`src/rtl/load_store_unit.sv`:
```
// Data-memory initiator for the MEM stage: sizes, lane-aligns and, when an access
// straddles a word boundary, splits loads/stores into two word transactions.
module load_store_unit #(
    parameter int DM_ADDRESS = 9,
    parameter int DATA_W     = 32
) (
    input  logic                  clk,
    input  logic                  reset,
    input  logic                  req_valid,
    output logic                  req_ready,
    input  logic                  req_store,
    input  logic [2:0]            req_funct3,
    input  logic [DM_ADDRESS-1:0] req_addr,
    input  logic [DATA_W-1:0]     req_wdata,
    output logic                  rsp_valid,
    output logic [DATA_W-1:0]     rsp_rdata,
    output logic                  rsp_err,
    output logic                  mem_re,
    output logic                  mem_we,
    output logic [DM_ADDRESS-1:0] mem_addr,
    output logic [DATA_W-1:0]     mem_wdata,
    output logic [3:0]            mem_wstrb,
    input  logic [DATA_W-1:0]     mem_rdata
);

    typedef enum logic [2:0] {
        IDLE  = 3'd0,
        ACC0  = 3'd1,
        ACC1  = 3'd2,
        LWAIT = 3'd3,
        RESP  = 3'd4
    } state_t;

    function automatic logic legal_f(input logic store, input logic [2:0] f3);
        case (f3)
            3'b000, 3'b001, 3'b010: legal_f = 1'b1;
            3'b100, 3'b101:         legal_f = ~store;
            default:                legal_f = 1'b0;
        endcase
    endfunction

    function automatic logic [3:0] size_f(input logic [1:0] sz);
        case (sz)
            2'b00:   size_f = 4'd1;
            2'b01:   size_f = 4'd2;
            default: size_f = 4'd4;
        endcase
    endfunction

    function automatic logic [7:0] mask_f(input logic [1:0] sz);
        case (sz)
            2'b00:   mask_f = 8'h01;
            2'b01:   mask_f = 8'h03;
            default: mask_f = 8'h0F;
        endcase
    endfunction

    state_t                state_r;
    logic                  store_r;
    logic [2:0]            funct3_r;
    logic [1:0]            off_r;
    logic                  cross_r;
    logic [DM_ADDRESS-1:0] word1_r;
    logic [DATA_W-1:0]     wdata1_r;
    logic [3:0]            wstrb1_r;
    logic [DATA_W-1:0]     word0_r;

    logic                  req_ready_r;
    logic                  rsp_valid_r;
    logic [DATA_W-1:0]     rsp_rdata_r;
    logic                  rsp_err_r;
    logic                  mem_re_r;
    logic                  mem_we_r;
    logic [DM_ADDRESS-1:0] mem_addr_r;
    logic [DATA_W-1:0]     mem_wdata_r;
    logic [3:0]            mem_wstrb_r;

    logic [3:0]            size_s;
    logic [1:0]            off_s;
    logic                  cross_s;
    logic                  legal_s;
    logic [7:0]            strb_s;
    logic [2*DATA_W-1:0]   lanes_s;
    logic [2*DATA_W-1:0]   lanes_m_s;
    logic [DM_ADDRESS-1:0] word0_s;
    logic [DM_ADDRESS-1:0] word1_s;

    // Request decode: size, crossing test, word addresses, lane-aligned store data and strobes
    always_comb begin
        size_s    = size_f(req_funct3[1:0]);
        off_s     = req_addr[1:0];
        cross_s   = (({2'b00, off_s} + size_s) > 4'd4);
        legal_s   = legal_f(req_store, req_funct3);
        strb_s    = mask_f(req_funct3[1:0]) << off_s;
        lanes_s   = {{DATA_W{1'b0}}, req_wdata} << {off_s, 3'b000};
        lanes_m_s = {(2*DATA_W){1'b0}};
        for (int i = 0; i < 8; i++) begin
            if (strb_s[i]) begin
                lanes_m_s[8*i +: 8] = lanes_s[8*i +: 8];
            end else begin
                lanes_m_s[8*i +: 8] = 8'h00;
            end
        end
        word0_s = {req_addr[DM_ADDRESS-1:2], 2'b00};
        word1_s = word0_s + DM_ADDRESS'(3'd4);
    end

    logic [DATA_W-1:0] w0_s;
    logic [DATA_W-1:0] w1_s;
    logic [DATA_W-1:0] shifted_s;
    logic [DATA_W-1:0] load_s;

    // Load extraction from the final read word (plus the captured first word when split)
    always_comb begin
        if (cross_r) begin
            w0_s = word0_r;
            w1_s = mem_rdata;
        end else begin
            w0_s = mem_rdata;
            w1_s = {DATA_W{1'b0}};
        end
        shifted_s = DATA_W'({w1_s, w0_s} >> {off_r, 3'b000});
        case (funct3_r)
            3'b000:  load_s = {{24{shifted_s[7]}}, shifted_s[7:0]};
            3'b001:  load_s = {{16{shifted_s[15]}}, shifted_s[15:0]};
            3'b010:  load_s = shifted_s;
            3'b100:  load_s = {24'h000000, shifted_s[7:0]};
            3'b101:  load_s = {16'h0000, shifted_s[15:0]};
            default: load_s = {DATA_W{1'b0}};
        endcase
    end

    // Access sequencer with all bus and response outputs registered
    always_ff @(posedge clk) begin
        if (reset) begin
            state_r     <= IDLE;
            store_r     <= 1'b0;
            funct3_r    <= 3'b000;
            off_r       <= 2'b00;
            cross_r     <= 1'b0;
            word1_r     <= {DM_ADDRESS{1'b0}};
            wdata1_r    <= {DATA_W{1'b0}};
            wstrb1_r    <= 4'b0000;
            word0_r     <= {DATA_W{1'b0}};
            req_ready_r <= 1'b1;
            rsp_valid_r <= 1'b0;
            rsp_rdata_r <= {DATA_W{1'b0}};
            rsp_err_r   <= 1'b0;
            mem_re_r    <= 1'b0;
            mem_we_r    <= 1'b0;
            mem_addr_r  <= {DM_ADDRESS{1'b0}};
            mem_wdata_r <= {DATA_W{1'b0}};
            mem_wstrb_r <= 4'b0000;
        end else begin
            case (state_r)
                IDLE: begin
                    if (req_valid) begin
                        store_r     <= req_store;
                        funct3_r    <= req_funct3;
                        off_r       <= off_s;
                        cross_r     <= cross_s;
                        word1_r     <= word1_s;
                        req_ready_r <= 1'b0;
                        if (legal_s) begin
                            state_r     <= ACC0;
                            mem_re_r    <= ~req_store;
                            mem_we_r    <= req_store;
                            mem_addr_r  <= word0_s;
                            if (req_store) begin
                                mem_wdata_r <= lanes_m_s[DATA_W-1:0];
                                mem_wstrb_r <= strb_s[3:0];
                                wdata1_r    <= lanes_m_s[2*DATA_W-1:DATA_W];
                                wstrb1_r    <= strb_s[7:4];
                            end else begin
                                mem_wdata_r <= {DATA_W{1'b0}};
                                mem_wstrb_r <= 4'b0000;
                                wdata1_r    <= {DATA_W{1'b0}};
                                wstrb1_r    <= 4'b0000;
                            end
                        end else begin
                            state_r     <= RESP;
                            rsp_valid_r <= 1'b1;
                            rsp_err_r   <= 1'b1;
                            rsp_rdata_r <= {DATA_W{1'b0}};
                        end
                    end else begin
                        req_ready_r <= 1'b1;
                    end
                end
                ACC0: begin
                    if (cross_r) begin
                        state_r     <= ACC1;
                        mem_addr_r  <= word1_r;
                        mem_wdata_r <= wdata1_r;
                        mem_wstrb_r <= wstrb1_r;
                    end else begin
                        mem_re_r    <= 1'b0;
                        mem_we_r    <= 1'b0;
                        mem_addr_r  <= {DM_ADDRESS{1'b0}};
                        mem_wdata_r <= {DATA_W{1'b0}};
                        mem_wstrb_r <= 4'b0000;
                        if (store_r) begin
                            state_r     <= RESP;
                            rsp_valid_r <= 1'b1;
                            rsp_err_r   <= 1'b0;
                            rsp_rdata_r <= {DATA_W{1'b0}};
                        end else begin
                            state_r <= LWAIT;
                        end
                    end
                end
                ACC1: begin
                    // mem_rdata now carries the word0 read issued in ACC0
                    word0_r     <= mem_rdata;
                    mem_re_r    <= 1'b0;
                    mem_we_r    <= 1'b0;
                    mem_addr_r  <= {DM_ADDRESS{1'b0}};
                    mem_wdata_r <= {DATA_W{1'b0}};
                    mem_wstrb_r <= 4'b0000;
                    if (store_r) begin
                        state_r     <= RESP;
                        rsp_valid_r <= 1'b1;
                        rsp_err_r   <= 1'b0;
                        rsp_rdata_r <= {DATA_W{1'b0}};
                    end else begin
                        state_r <= LWAIT;
                    end
                end
                LWAIT: begin
                    state_r     <= RESP;
                    rsp_valid_r <= 1'b1;
                    rsp_err_r   <= 1'b0;
                    rsp_rdata_r <= load_s;
                end
                RESP: begin
                    state_r     <= IDLE;
                    rsp_valid_r <= 1'b0;
                    rsp_err_r   <= 1'b0;
                    req_ready_r <= 1'b1;
                end
                default: begin
                    state_r     <= IDLE;
                    rsp_valid_r <= 1'b0;
                    rsp_err_r   <= 1'b0;
                    req_ready_r <= 1'b1;
                    mem_re_r    <= 1'b0;
                    mem_we_r    <= 1'b0;
                    mem_addr_r  <= {DM_ADDRESS{1'b0}};
                    mem_wdata_r <= {DATA_W{1'b0}};
                    mem_wstrb_r <= 4'b0000;
                end
            endcase
        end
    end

    assign req_ready = req_ready_r;
    assign rsp_valid = rsp_valid_r;
    assign rsp_rdata = rsp_rdata_r;
    assign rsp_err   = rsp_err_r;
    assign mem_re    = mem_re_r;
    assign mem_we    = mem_we_r;
    assign mem_addr  = mem_addr_r;
    assign mem_wdata = mem_wdata_r;
    assign mem_wstrb = mem_wstrb_r;

endmodule

```
`config.mk`:
```
export PLATFORM = sky130hd
export DESIGN_NAME = load_store_unit
export DESIGN_NICKNAME = d
export VERILOG_FILES = /design/src/rtl/load_store_unit.sv
export SDC_FILE = /design/constraint.sdc
export NUM_CORES = 1
export LEC_CHECK = 0
export BUFFER_PORTS_ARGS = -buffer_cell sky130_fd_sc_hd__buf_2
export CAP_MARGIN = 40
export CORE_MARGIN = 2
export CORE_UTILIZATION = 25
export CTS_BUF_LIST = sky130_fd_sc_hd__clkbuf_4 sky130_fd_sc_hd__clkbuf_8
export CTS_CLUSTER_DIAMETER = 100
export DETAILED_ROUTE_END_ITERATION = 16
export GPL_TIMING_DRIVEN = 1
export PLACE_DENSITY = 0.48
export SETUP_SLACK_MARGIN = 0.2
export SLEW_MARGIN = 20
export SYNTH_ARGS = -nofsm -noshare
export SYNTH_HDL_FRONTEND = slang
export SYNTH_SLANG_ARGS = --single-unit
```
`constraint.sdc`:
```
create_clock -name clk -period 6.4 [get_ports clk]
set_input_delay 1.92 -clock clk [delete_from_list [all_inputs] [get_ports clk]]
set_output_delay 1.92 -clock clk [all_outputs]
set_load 0.01 [all_outputs]
```
After elaboration in Yosys (flattened, before gate mapping) --
Cells that the tools add are included.
Word-level totals: bits in registers 169, input port bits 80, output and inout port bits 82, logic and storage cells 115
Cells by class: add/subtract/negate cells 2, order comparisons 1, eq/ne operators 17, shifts and indexed selects 3, multiplexer cells 57, bitwise gates (word level) 2, reductions and logical operators 15
Operator list (count):
- 32-bit two-way mux | 11
- 32-bit case mux with 5 select lines | 1
- 32-bit case mux with 4 select lines | 1
- 32-bit case mux with 3 select lines | 1
- 8-bit two-way mux | 8
- 32-bit by 5-bit << shifter with 64-bit output | 1
- 64-bit by 5-bit >> shifter with 32-bit output | 1
- 9-bit two-way mux | 3
- 9-bit case mux with 3 select lines | 1
- 4-bit two-way mux | 5
- 3-bit == test (second input constant) | 5
- 3-bit by 2-bit == test with 1-bit output (second input constant) | 4
- 1-bit two-way mux | 12
- 3-bit two-way mux | 4
- 3-bit case mux with 4 select lines | 1
- 4-bit case mux with 3 select lines | 1
- 9-bit by 3-bit adder with 9-bit output (second input constant) | 1
- 3-bit by 1-bit == test with 1-bit output (second input constant) | 3
- 3-bit logical NOT | 3
- 1-bit case mux with 3 select lines | 3
- 3-bit AND reduction | 3
- 2-bit inequality test (second input constant) | 4
- 4-bit case mux with 2 select lines | 1
- 4-bit AND reduction | 2
- 13 further kinds | 17

Depth between registers and ports, before layout --
Gate-level depths: netlist of run 1.
word-level depth 8, gate-level depth with buffers 10, mapped depth without buffers 8

Least setup slack after synthesis of run 1 --
OpenSTA, ideal clock, no wires.
kind input-to-reg, from input port req_store, to register mem_wdata_r[16] (netlist: mem_wdata[16]), setup time 128 ps, data arrival time 3312 ps, data required time 6272 ps, setup slack 2960 ps, stages 10, path buffers 4, cells stage by stage buf_2 > a21oi_2 > or2_1 > buf_2 > and2_1 > o21a_1 > buf_2 > clkbuf_1 > a22oi_1 > nor2_1
On the way: longest elaborated chain between the ends 4, elaborated cells on any way between the ends 8, classes of those cells eq/ne: 1; mux: 5; bitwise: 1; reduce/logical: 1
Ends and longest elaborated chain:
- start, declared | line 11 | input logic req_store,
- 32-bit two-way mux / 1-bit inverter (equally long branches) | line 169, 37
- 32-bit two-way mux / 1-bit case mux with 2 select lines (equally long branches) | line 164, 35
- 32-bit two-way mux / 2-bit inequality test (equally long branches)
- 32-bit case mux with 3 select lines / 3-bit AND reduction (equally long branches)
- end signal, assigned | line 152 | mem_wdata_r <= {DATA_W{1'b0}};
- end signal, assigned | line 170 | mem_wdata_r <= lanes_m_s[DATA_W-1:0];
- end signal, assigned | line 175 | mem_wdata_r <= {DATA_W{1'b0}};
- end, declared | line 75 | logic [DATA_W-1:0] mem_wdata_r;
Parallel ways exist; a longest one is shown, timed or not. The select of a mux whose other input is x is not followed. A chain may end at the register's enable or synchronous reset.

Worst setup path after layout of run 1 --
from input port req_store, to register mem_wdata_r[28] (netlist: mem_wdata[28])
Same word-level chain as after synthesis.

==> results of run 1 <==
==> cell usage after synthesis, drive strengths merged (10+ instances only) <==
master	count	area [µm²]
a21oi	79	403
buf	34	181
o21ai	65	325
mux2i	45	454
nor2b	12	75.1
o2bb2ai	12	105
nor2	88	335
nand2	157	589
a22o	46	403
clkbuf	45	169
dfxtp	156	3120
mux2	32	360
a22oi	62	465
mux4	10	225
==> flip-flops by register name, indices dropped and copies added (netlist names), 2 cells and up <==
register   count
word1_r        7
rsp_rdata     32
funct3_r       3
wstrb1_r       3
state_r        3
mem_addr       7
mem_wdata     32
word0_r       32
mem_wstrb      4
wdata1_r      24
off_r          2
==> cells by family (layout without fill, tap and decap cells) <==
| family | after synthesis | count (layout) |
|---|---|---|
| buffers and inverters | 85 | 209 |
| muxes | 87 | 87 |
| xor gates and xnor gates | 5 | 5 |
| other | 1 | 3 |
| AOI/OAI and AO/OA | 297 | 297 |
| DFF | 156 | 156 |
| adders and majority gates | 5 | 5 |
| and+or+nand+nor | 298 | 298 |
==> power by group through the flow <==
stage / combinational [W] / sequential [W] / clock [W]
2_1_floorplan: 0.000356 / 0.00106 / 0
3_3_place_gp: 0.000522 / 0.00107 / 0
3_5_place_dp: 0.000528 / 0.00107 / 0
4_1_cts: 0.000530 / 0.00104 / 0.000839
5_1_grt: 0.000576 / 0.00105 / 0.000878
6_report: 0.000528 / 0.00104 / 0.000818
==> area by class of cell <==
cell class | count | area share (%)
Tap cell | 402 | 5.33
Inverter | 6 | 0.238
Multi-Input combinational cell | 694 | 47.0
Timing Repair Buffer | 172 | 9.87
Antenna cell | 1 | 0.0265
Clock buffer | 19 | 2.70
Sequential cell | 156 | 33.1
Clock inverter | 12 | 1.74
==> worst register-to-register path: stages (launching register included) <==
cell	delay, ns
dfxtp_2	0.33
buf_4	0.59
mux2i_1	0.31
o21ai_0	0.10
o21ai_0	0.49
o21bai_4	0.24
o21ai_0	0.33
a21oi_1	0.11
==> metrics by stage <==
stage                     cell area (µm²)  hold slack, ns  power [W]  util [%]
after detailed placement             9000           0.443    0.00160      28.7
final                                9450           0.454    0.00239      30.1
after global routing                 9450           0.470    0.00250      30.1
after floorplan                      7930           0.434    0.00141         -
after CTS                            9420           0.456    0.00241      30.0
after global placement               8950           0.438    0.00159      28.5
==> placed cells by master (no fill, tap or decap), drive strengths merged, types with 3 or more instances in the layout <==
master     n
bufinv     3
inv        9
clkinv     5
mux2i     45
nor2b     12
a22oi     62
buf      172
ha         4
mux2      32
o22ai      5
nand3b     4
a21oi     79
clkbuf    19
a21o       7
xnor2      3
dfxtp    156
nand2    157
nor3       7
o21ai     65
nand2b     3
and3       5
nor2      88
o2bb2ai   12
and2       4
nand3      7
mux4      10
a221oi     3
a22o      46
a211oi     7
==> metal layers <==
layer / routed length, µm / part of all wire (%) / GRT usage, % / up-vias
li1: - / - / - / 3576
met1: 12400 / 45 / 21.7 / 3587
met2: 13200 / 48 / 27.1 / 263
met3: 1620 / 5.8 / 3.09 / 28
met4: 521 / 1.9 / 4.68 / 0
met5: 0 / 0 / 1.33 / -
==> how the worst max path moves through the flow <==
stage	startpoint	to	slack [ns]	depth (start not counted)
global placement	req_addr[0]	mem_wdata[22]	2.08	6
CTS	req_store	mem_wdata[28]	2.70	7
finish	req_store	mem_wdata[28]	2.69	7
detailed placement	req_store	mem_wdata[31]	2.22	7
global route	req_store	mem_wdata[28]	2.54	7
floorplan	req_store	mem_wdata[16]	2.96	10
==> impl_results.md, run 1 <==
* First-pass GRT wire length at 41,900 µm
* Final Hold Fails at 0
* Resize count post-CTS at 0
* Die area at 0.0331 mm²
* Htree depth at 4
* Net switching power at 0.000789 W
* Multi-input gate area in the final layout at 0.00444 mm²
* Die Y at 182 µm
* # hold bufs at CTS at 0
* Largest buffer count on any clock path at 2
* GP Congestion at a little under 0.9
* Minimum clock period at between 3 and 4 ns
* Largest net degree at the start of global routing at 55
* Avg Inst Size Synth at approximately 8.5 µm²
* Worst reg-to-reg setup slack at 3.78 ns
* Worst-Margin Slew at 0.875 ns
* FF+latch area at 0.00313 mm²
* Tcrit/Tclk final at between 50% and 60%
* Postcts setup bufs at 0
* Dpl cells at 1,429
* Fill cells at around 3,400
* Worst Path Arrival at 4.12 ns
* Initial DRT Pass Iterations at 5
* CTS Root Cell: clkbuf_8
* Vias in the first global route at 6,995
* Non-filler instance count after layout at 1,462
* Max Freq at approximately 0.27 GHz
* YS warnings at 0
* Initial antenna violation count at 1
* Largest family of logic cells by synthesized area: compound AO/OA/AOI/OAI gates
* Fin worst setup slack at 2.69 ns
* Crit path kind: input pin to register
* Worst r2r dst: rsp_rdata[16]
* Post-synth EDFFs at 0
* Ports at 162
* Seq pwr share at 43.7%
* Top FF cell, synth: dfxtp_1
* P_leak at 3.69 nW
* CTS Buf Count at 17
* Netlist cell types at 59
* Internal at ~0.0016 W
* Sw Ratio at approximately 33%
* Async S/R FF share, synth at 0%
* Area growth from synthesis to layout at 19.2%
* #FFs+latches synth at around 160
* Final Max Tran Viols at 0
* Routed wire length at 27,700 µm
* Clock share of power at 34.2%
* Combinational Power Share at 22.1%
* Starting density of the core at 25.2%
* CTS tree: built
* Clk Latency, worst-skew pair at 0.48 ns
* Post-Syn Area at around 0.008 mm²
* Gate Count Post-Synth at about 930
* Number of remaining DRC errors at 0
* WP buf/inv at 1
* Worst VDD drop at 0.000134 V
* GR Util All Layers at 16.4%
* CTS clock-pin slew for the worst setup and hold paths at 0.09 ns
* DPL Wire Length at 19,700 µm
* Adder-cell share of the synthesized area at 0.884%
* Worst path max stage delay at approximately 0.65 ns
* Fin Setup TNS at 0 ns
* Post-synthesis mux area share at a little over an eighth
* HP Class: register to register
* Final nets at around 1,100
* Hold EP: rsp_rdata[30]
* Remaining global-route overflow at 0
* WL/cell at 18.9 µm
* Initial drt markers at 482
* CP delay by family, top: simple AND/OR/NAND/NOR gates
* Row count at 65
* XOR/XNOR share of the synthesized area at 0.553%
* Crit path cell chain: buf_2 -> a21oi_2 -> or2_1 -> and2_1 -> o211ai_2 -> and2b_1 -> a22o_1
* CP endpoint kind: register
* Simple-gate portion of the synthesized area at 16.2%
* R2R depth at 7
* Vias per cell at 5.10
* Setup violators final at 0
* Die Wd at 182 µm
* RSZ-0062 raised after global routing: false
* Pre-CTS setup slack at around 2.2 ns
* Startpoint Class: input pin
* IO Port Bufs at 159
* CP max stage cell: o211ai_2
* Pwr dens at ~250 mW/mm²
* CTS Sinks at 156
* Worst Skew at 0.0205 ns
* Compound-Gate Fraction of Synth Area at 25.1%
* Relative slew slack at 41.7%
* Max-Cap Viols at 0
* DR vias at approximately 7,500
* Hold Startpoint: rsp_rdata[30]
* Post-DRT Antenna Nets at 0
* Sequential fraction of the synthesis area at 39.4%
* Outcome: finished, final reports clean
* CP required at 6.81 ns
* Core area at 0.0314 mm²
* Hold depth at 2
* Worst r2r src: off_r[0]
* Crit-path max FO at 15
* Fraction of final layout cells sized beyond drive strength 1 at 24.8%
Note: power is estimated with default switching activity, not from simulation.
==> run 2: changes to the inputs <==
- ABC_AREA: default -> 1
- PLACE_DENSITY: 0.48 -> 0.49
- clock period: 6.4 -> 3.4 ns (I/O delays scaled with it)
==> run 2 against run 1 <==
Compared with the run above:
- first-iteration DRC count increased by 27%
- worst hold slack about the same
- final cell count increased by 28%
- via count increased by 19%
- critical path depth increased by 1
- critical path type unchanged
- critical endpoint is now rsp_rdata[12]
- largest cell class unchanged
- setup slack got worse by 1.6 ns
- design area increased by 3.7%
- clock skew decreased by 0.0037 ns
- sequential share of layout area decreased by 1.2 points
==> impl_results.md, run 2 <==
* Setup violators final at 0 (unchanged)
* Relative slew slack at 50.4% (+8.7 points)
* GR Util All Layers at 16.5% (+0.15 points)
* Post-Syn Area at 0.00838 mm² (+5.8%)
* CP endpoint kind: register
* CTS Root Cell: clkbuf_8
* HP Class: register to register
* Worst-Margin Slew at 0.744 ns (-0.131 ns)
* Worst Path Arrival at 2.67 ns (-1.45 ns)
* Clk Latency, worst-skew pair at 0.49 ns (about the same)
* Fin Setup TNS at 0 ns (unchanged)
* Pwr dens at 499 mW/mm² (+97%)
* Avg Inst Size Synth at 6.39 µm² (-25%)
* Fraction of final layout cells sized beyond drive strength 1 at 16.9% (-8.0 points)
* Final nets at 1,500 (+33%)
* Die Wd at 187 µm (+2.8%)
* RSZ-0062 raised after global routing: false
* Gate Count Post-Synth at 1,311 (+40%)
* DR vias at 8,852 (+19%)
* Commonest non-fill, non-tap cells in the layout: nand2_1, buf_2, dfxtp_1, nand3_1, a21oi_1
* Netlist cell types at 41 (-31%)
* YS warnings at 0 (unchanged)
* IO Port Bufs at 159 (unchanged)
* Vias per cell at 4.72 (-7.5%)
* Final Hold Fails at 0 (unchanged)
* Htree depth at 4 (unchanged)
* CTS Buf Count at 17 (unchanged)
* Pre-CTS setup slack at 0.610 ns (-1.61 ns)
* Die area at 0.0350 mm² (+5.7%)
* Worst Skew at 0.0167 ns (-0.00372 ns)
* CTS tree: built
* Post-synth EDFFs at 0 (unchanged)
* GP Congestion at 0.819 (-6.1%)
* Commonest non-fill, non-tap cell in the layout: nand2_1
* Number of remaining DRC errors at 0 (unchanged)
* Routed wire length at 29,000 µm (+4.7%)
* Startpoint Class: input pin
* Fin worst setup slack at 1.08 ns (-1.61 ns)
* Synth cell count leaders: nand2_1, dfxtp_1, nand3_1
* Max Freq at 0.431 GHz
* Tcrit/Tclk final at 68.3%
* Synth area leaders: dfxtp_1, nand2_1, nand3_1
* Initial DRT Pass Iterations at 6 (+1)
* CTS clock-pin slew for the worst setup and hold paths at 0.10 ns (about the same)
* Max-Cap Viols at 0 (unchanged)
* Starting density of the core at 25.2% (-0.056 points)
* Worst VDD drop at 0.000298 V (+120%)
* Initial drt markers at 612 (+27%)
* Largest buffer count on any clock path at 2 (unchanged)
* Sequential fraction of the synthesis area at 37.3% (-2.2 points)
* Row count at 67 (+3.1%)
* Synth top area share at 37.3% (-2.2 points)
* Postcts setup bufs at 0 (unchanged)
* Post-DRT Antenna Nets at 0 (unchanged)
* Ports at 162 (unchanged)
* Remaining global-route overflow at 0 (unchanged)
* #FFs+latches synth at 156 (unchanged)
* Top FF cell, synth: dfxtp_1
* First-pass GRT wire length at 46,100 µm (+10%)
* P_leak at 4.21 nW (+14%)
* Outcome: finished, final reports clean
* Async S/R FF share, synth at 0% (unchanged)
* Final Max Tran Viols at 0 (unchanged)
* Core area at 0.0333 mm² (+6.0%)
* Initial antenna violation count at 0 (-1)
* Resize count post-CTS at 0 (unchanged)
* Crit path kind: input pin to register
* Largest net degree at the start of global routing at 110 (+100%)
* WL/cell at 15.4 µm (-18%)
* Vias in the first global route at 8,340 (+19%)
* Largest area contributor in the netlist: dfxtp_1
* Crit-path max FO at 32 (+17)
* Die Y at 187 µm (+2.8%)
* CTS Sinks at 156 (unchanged)
* Most common cell in the synthesized netlist: nand2_1
* Minimum clock period at 2.32 ns
* Area growth from synthesis to layout at 16.9%
* DPL Wire Length at 19,800 µm (+0.46%)
* CP required at 3.75 ns (-3.06 ns)
* # hold bufs at CTS at 0 (unchanged)
run 2: cell count changes after synthesis, sizes merged, moves of 12 or more:
cell     before  now
a22oi        62    0
a21oi        79  133
nand4         2   16
mux2         32    0
a22o         46    0
nand3         7  150
mux2i        45    0
o21ai        65  110
inv           6   59
nor2b        12    0
o2bb2ai      12    0
buf          34   50
nand2       157  464
run 2: routing by layer:
| metal | part of all wire, % | routed length [µm] | vias to the layer above | GRT usage [%] |
|---|---|---|---|---|
| li1 | - | - | 4518 | - |
| met1 | 49 | 14100 | 4096 | 22.7 |
| met3 | 5.3 | 1540 | 18 | 3.40 |
| met2 | 45 | 12900 | 220 | 26.3 |
| met4 | 1.3 | 379 | 0 | 4.58 |
| met5 | 0 | 0 | - | 0 |
run 2: cell type report:
class	instances	area [µm²]
fillers	3806	23500
clock buffers	18	241
multi-input cells	1004	4590
repair buffers	175	931
flip-flops and latches	156	3120
clock inverters	14	125
well taps	448	561
inverters	61	229
diodes	1	2.50
run 2: where the power goes:
part | switching [W] | internal (W)
clock network | 0.000860 | 0.000544
registers | 0.0000712 | 0.00195
logic | 0.00104 | 0.000420
total | 0.00197 | 0.00292
run 2: worst paths after layout:
path | depth (start not counted) | slack (ns) | end | from
worst max-delay path | 8 | 1.08 | rsp_rdata[12] | req_funct3[1]
worst min-delay path | 2 | 0.45 | rsp_valid | rsp_valid
worst max register to register | 9 | 1.21 | rsp_rdata[12] | state_r[2]
worst min register to register | 2 | 0.45 | rsp_valid | rsp_valid
run 2: critical path: stages:
cell	delay [ns]
buf_2	0.18
inv_1	0.07
o21ai_1	0.28
nor2_4	0.08
nor2_4	0.14
nand3_2	0.57
nand2_1	0.23
a21oi_1	0.08
run 2: cells by family (layout without fill, tap and decap cells):
family / count (synthesis) / in the layout / share of synthesized area (%)
compound gates: 268 / 268 / 16.9
xor+xnor: 5 / 5 / 0.523
fa+ha+maj: 5 / 5 / 0.836
buf+inv: 152 / 268 / 8.08
flops: 156 / 156 / 37.3
other cells: 1 / 3 / 0.0447
simple gates: 724 / 724 / 36.4
run 2: per-stage QoR:
stage / hold WS (ns) / cell area [µm²] / utilization [%] / power [W] / instances
2_1_floorplan: 0.429 / 8390 / - / 0.00313 / 1312
3_3_place_gp: 0.441 / 9430 / 28.3 / 0.00354 / 1844
3_5_place_dp: 0.448 / 9430 / 28.3 / 0.00353 / 1844
4_1_cts: 0.463 / 9800 / 29.4 / 0.00495 / 1876
5_1_grt: 0.484 / 9800 / 29.4 / 0.00521 / 1876
6_report: 0.454 / 9800 / 29.4 / 0.00489 / 1877
==> run 3: changes to the inputs <==
- clock period: 3.4 -> 2 ns (I/O delays scaled with it)
==> run 3 against run 2 <==
Compared with the run above:
- worst hold slack got worse by 0.066 ns
- sequential cell count did not move
- design area rose by 6.3%
- combinational power rose by 93%
- critical path depth fell by 7
- sequential share of layout area fell by 1.8 points
- power rose by 82%
- final cell count rose by 2.0%
- via count rose by 2.8%
==> impl_results.md, run 3 (same netlist as run 2, synthesis figures left out) <==
* Outcome: finished, final reports clean
* CTS Buf Count at 17 (unchanged)
* Worst-Margin Slew at 0.546 ns (-0.197 ns)
* Die area at 0.0350 mm² (unchanged)
* CP endpoint kind: primary output
* Relative slew slack at 63.6% (+13 points)
* Initial drt markers at 786 (+28%)
* Pwr dens at 853 mW/mm² (+71%)
* Die Y at 187 µm (unchanged)
* Worst path max stage delay at 0.42 ns (-0.15 ns)
* CTS tree: built
* Starting density of the core at 25.2% (unchanged)
* Largest buffer count on any clock path at 2 (unchanged)
* Startpoint Class: register
* Initial DRT Pass Iterations at 5 (-1)
* Dpl cells at 1,880 (+2.0%)
* Minimum clock period at about 1.7 ns
* Seq pwr share at 38.9% (-2.5 points)
* Row count at 67 (unchanged)
* Max Freq at approximately 0.6 GHz
* CP max stage cell: dfxtp_1
* HP Class: input pin to register
* Vias per cell at 4.76 (+0.84%)
* Largest net degree at the start of global routing at 110 (unchanged)
* Fraction of final layout cells sized beyond drive strength 1 at 19.8% (+2.9 points)
* # hold bufs at CTS at 0 (unchanged)
* Crit-path max FO at 2 (-94%)
* Crit path kind: register to primary output
* Final nets at 1,538 (+2.5%)
* Worst Skew at 0.0237 ns (+0.00695 ns)
* P_leak at 4.51 nW (+7.0%)
* Routed wire length at 29,700 µm (+2.4%)
* IO Port Bufs at 159 (unchanged)
* Crit path cell chain: buf_2
* Ports at 162 (unchanged)
* CTS clock-pin slew for the worst setup and hold paths at 0.11 ns (about the same)
* Htree depth at 4 (unchanged)
* Post-DRT Antenna Nets at 0 (unchanged)
* Worst Path Arrival at 1.07 ns (-1.60 ns)
* GP Congestion at 0.876 (+7.0%)
* Clk Latency, worst-skew pair at 0.50 ns (about the same)
* Worst VDD drop at 0.000647 V (+120%)
* Clock share of power at 29.4% (+0.7 points)
* Non-filler instance count after layout at 1,914 (+2.0%)
* Area growth from synthesis to layout at 24.3%
* Hold Startpoint: mem_rdata[19]
* Final Max Tran Viols at 0 (unchanged)
* Dpl cell area at 0.00992 mm² (+5.1%)
* Setup violators final at 0 (unchanged)
* CP delay by family, top: flip-flops
* Final Hold Fails at 0 (unchanged)
* Net switching power at 0.00351 W (+78%)
* First-pass GRT wire length at 46,300 µm (+0.36%)
* Max-Cap Viols at 0 (unchanged)
* RSZ-0062 raised after global routing: true
* CTS Root Cell: clkbuf_8
* Number of remaining DRC errors at 0 (unchanged)
* Fill cells at 3,787 (-0.50%)
* CP Launch Point: rsp_rdata[23]
* CTS Sinks at 156 (unchanged)
* GR Util All Layers at 16.7% (+0.14 points)
* WP buf/inv at 1 (-1)
* Diode count at 0 (-1)
* Worst r2r src: state_r[0]
* CP required at 1.40 ns (-2.35 ns)
* Die Wd at 187 µm (unchanged)
* Sw Ratio at 39.5% (-0.81 points)
* Initial antenna violation count at 0 (unchanged)
* Combinational Power Share at 31.7% (+1.8 points)
* Final Cell Area at 0.0104 mm² (+6.3%)
* Tcrit/Tclk final at between 80% and 90%
* Core area at 0.0333 mm² (unchanged)
* Commonest non-fill, non-tap cell in the layout: nand2_1
* Remaining global-route overflow at 0 (unchanged)
* Internal at 0.00537 W (+84%)
* DPL Wire Length at 20,900 µm (+5.4%)
* Commonest non-fill, non-tap cells in the layout: nand2_1, buf_2, dfxtp_1, nand3_1, a21oi_1
* Vias in the first global route at 8,338 (-0.024%)
* DR vias at 9,102 (+2.8%)
* Min Hold Slack at 0.388 ns (-0.0663 ns)
* WL/cell at 15.5 µm (+0.42%)
## run 3: worst reg2reg max path, stage by stage (launching register included)
cell and delay [ns]:
dfxtp_1 0.43, nor2_4 0.07, nand2_2 0.12, inv_2 0.09, nand2_2 0.10, nand2_2 0.10, nor2_4 0.18, nand3_2 0.11
buf_12 0.18, nand2_1 0.09, a21oi_1 0.06
## run 3: metrics by stage
stage,setup WS [ns],power (W),setup TNS (ns),util [%]
2_1_floorplan,0.164,0.00532,0,-
5_1_grt,0.192,0.00945,0,31.3
3_3_place_gp,-0.0228,0.00629,-0.0701,29.8
3_5_place_dp,-0.0293,0.00630,-0.0382,29.8
4_1_cts,0.272,0.00893,0,31.1
6_report,0.327,0.00888,0,31.3
## run 3: layer usage
metal	up-vias	GRT usage (%)	part of all wire, %
met4	0	5.74	1.7
li1	4595	-	-
met2	267	25.4	45
met3	22	2.91	5.3
met5	-	0	0
met1	4218	23.7	48
## run 3: cell type report
class / count / area [µm²] / area share, %
Multi-Input combinational cell: 1004 / 4640 / 44.5
Clock buffer: 17 / 234 / 2.25
Clock inverter: 15 / 193 / 1.85
Inverter: 61 / 234 / 2.25
Tap cell: 448 / 561 / 5.38
Sequential cell: 156 / 3130 / 30.0
Timing Repair Buffer: 213 / 1430 / 13.7
## run 3: worst paths after layout
check                                endpoint  slack [ns]  cells after the start
worst max-delay path            rsp_rdata[23]        0.33                      1
worst min-delay path              word0_r[19]        0.39                      3
worst max register to register   rsp_rdata[9]        0.34                     10
worst min register to register     word1_r[2]        0.46                      2
## run 3: power groups by stage
| stage | Clock (W) | Sequential (W) | Combinational [W] |
|---|---|---|---|
| floorplan | 0 | 0.00352 | 0.00180 |
| global route | 0.00283 | 0.00349 | 0.00314 |
| finish | 0.00261 | 0.00346 | 0.00282 |
| global placement | 0 | 0.00352 | 0.00277 |
| CTS | 0.00269 | 0.00345 | 0.00278 |
| detailed placement | 0 | 0.00352 | 0.00277 |
## run 3: repair_timing
item,CTS,global route
gates cloned,0,1
gates resized for setup,1,10
endpoints found under the setup margin,1,55
pin swaps,0,0
buffers inserted,0,1
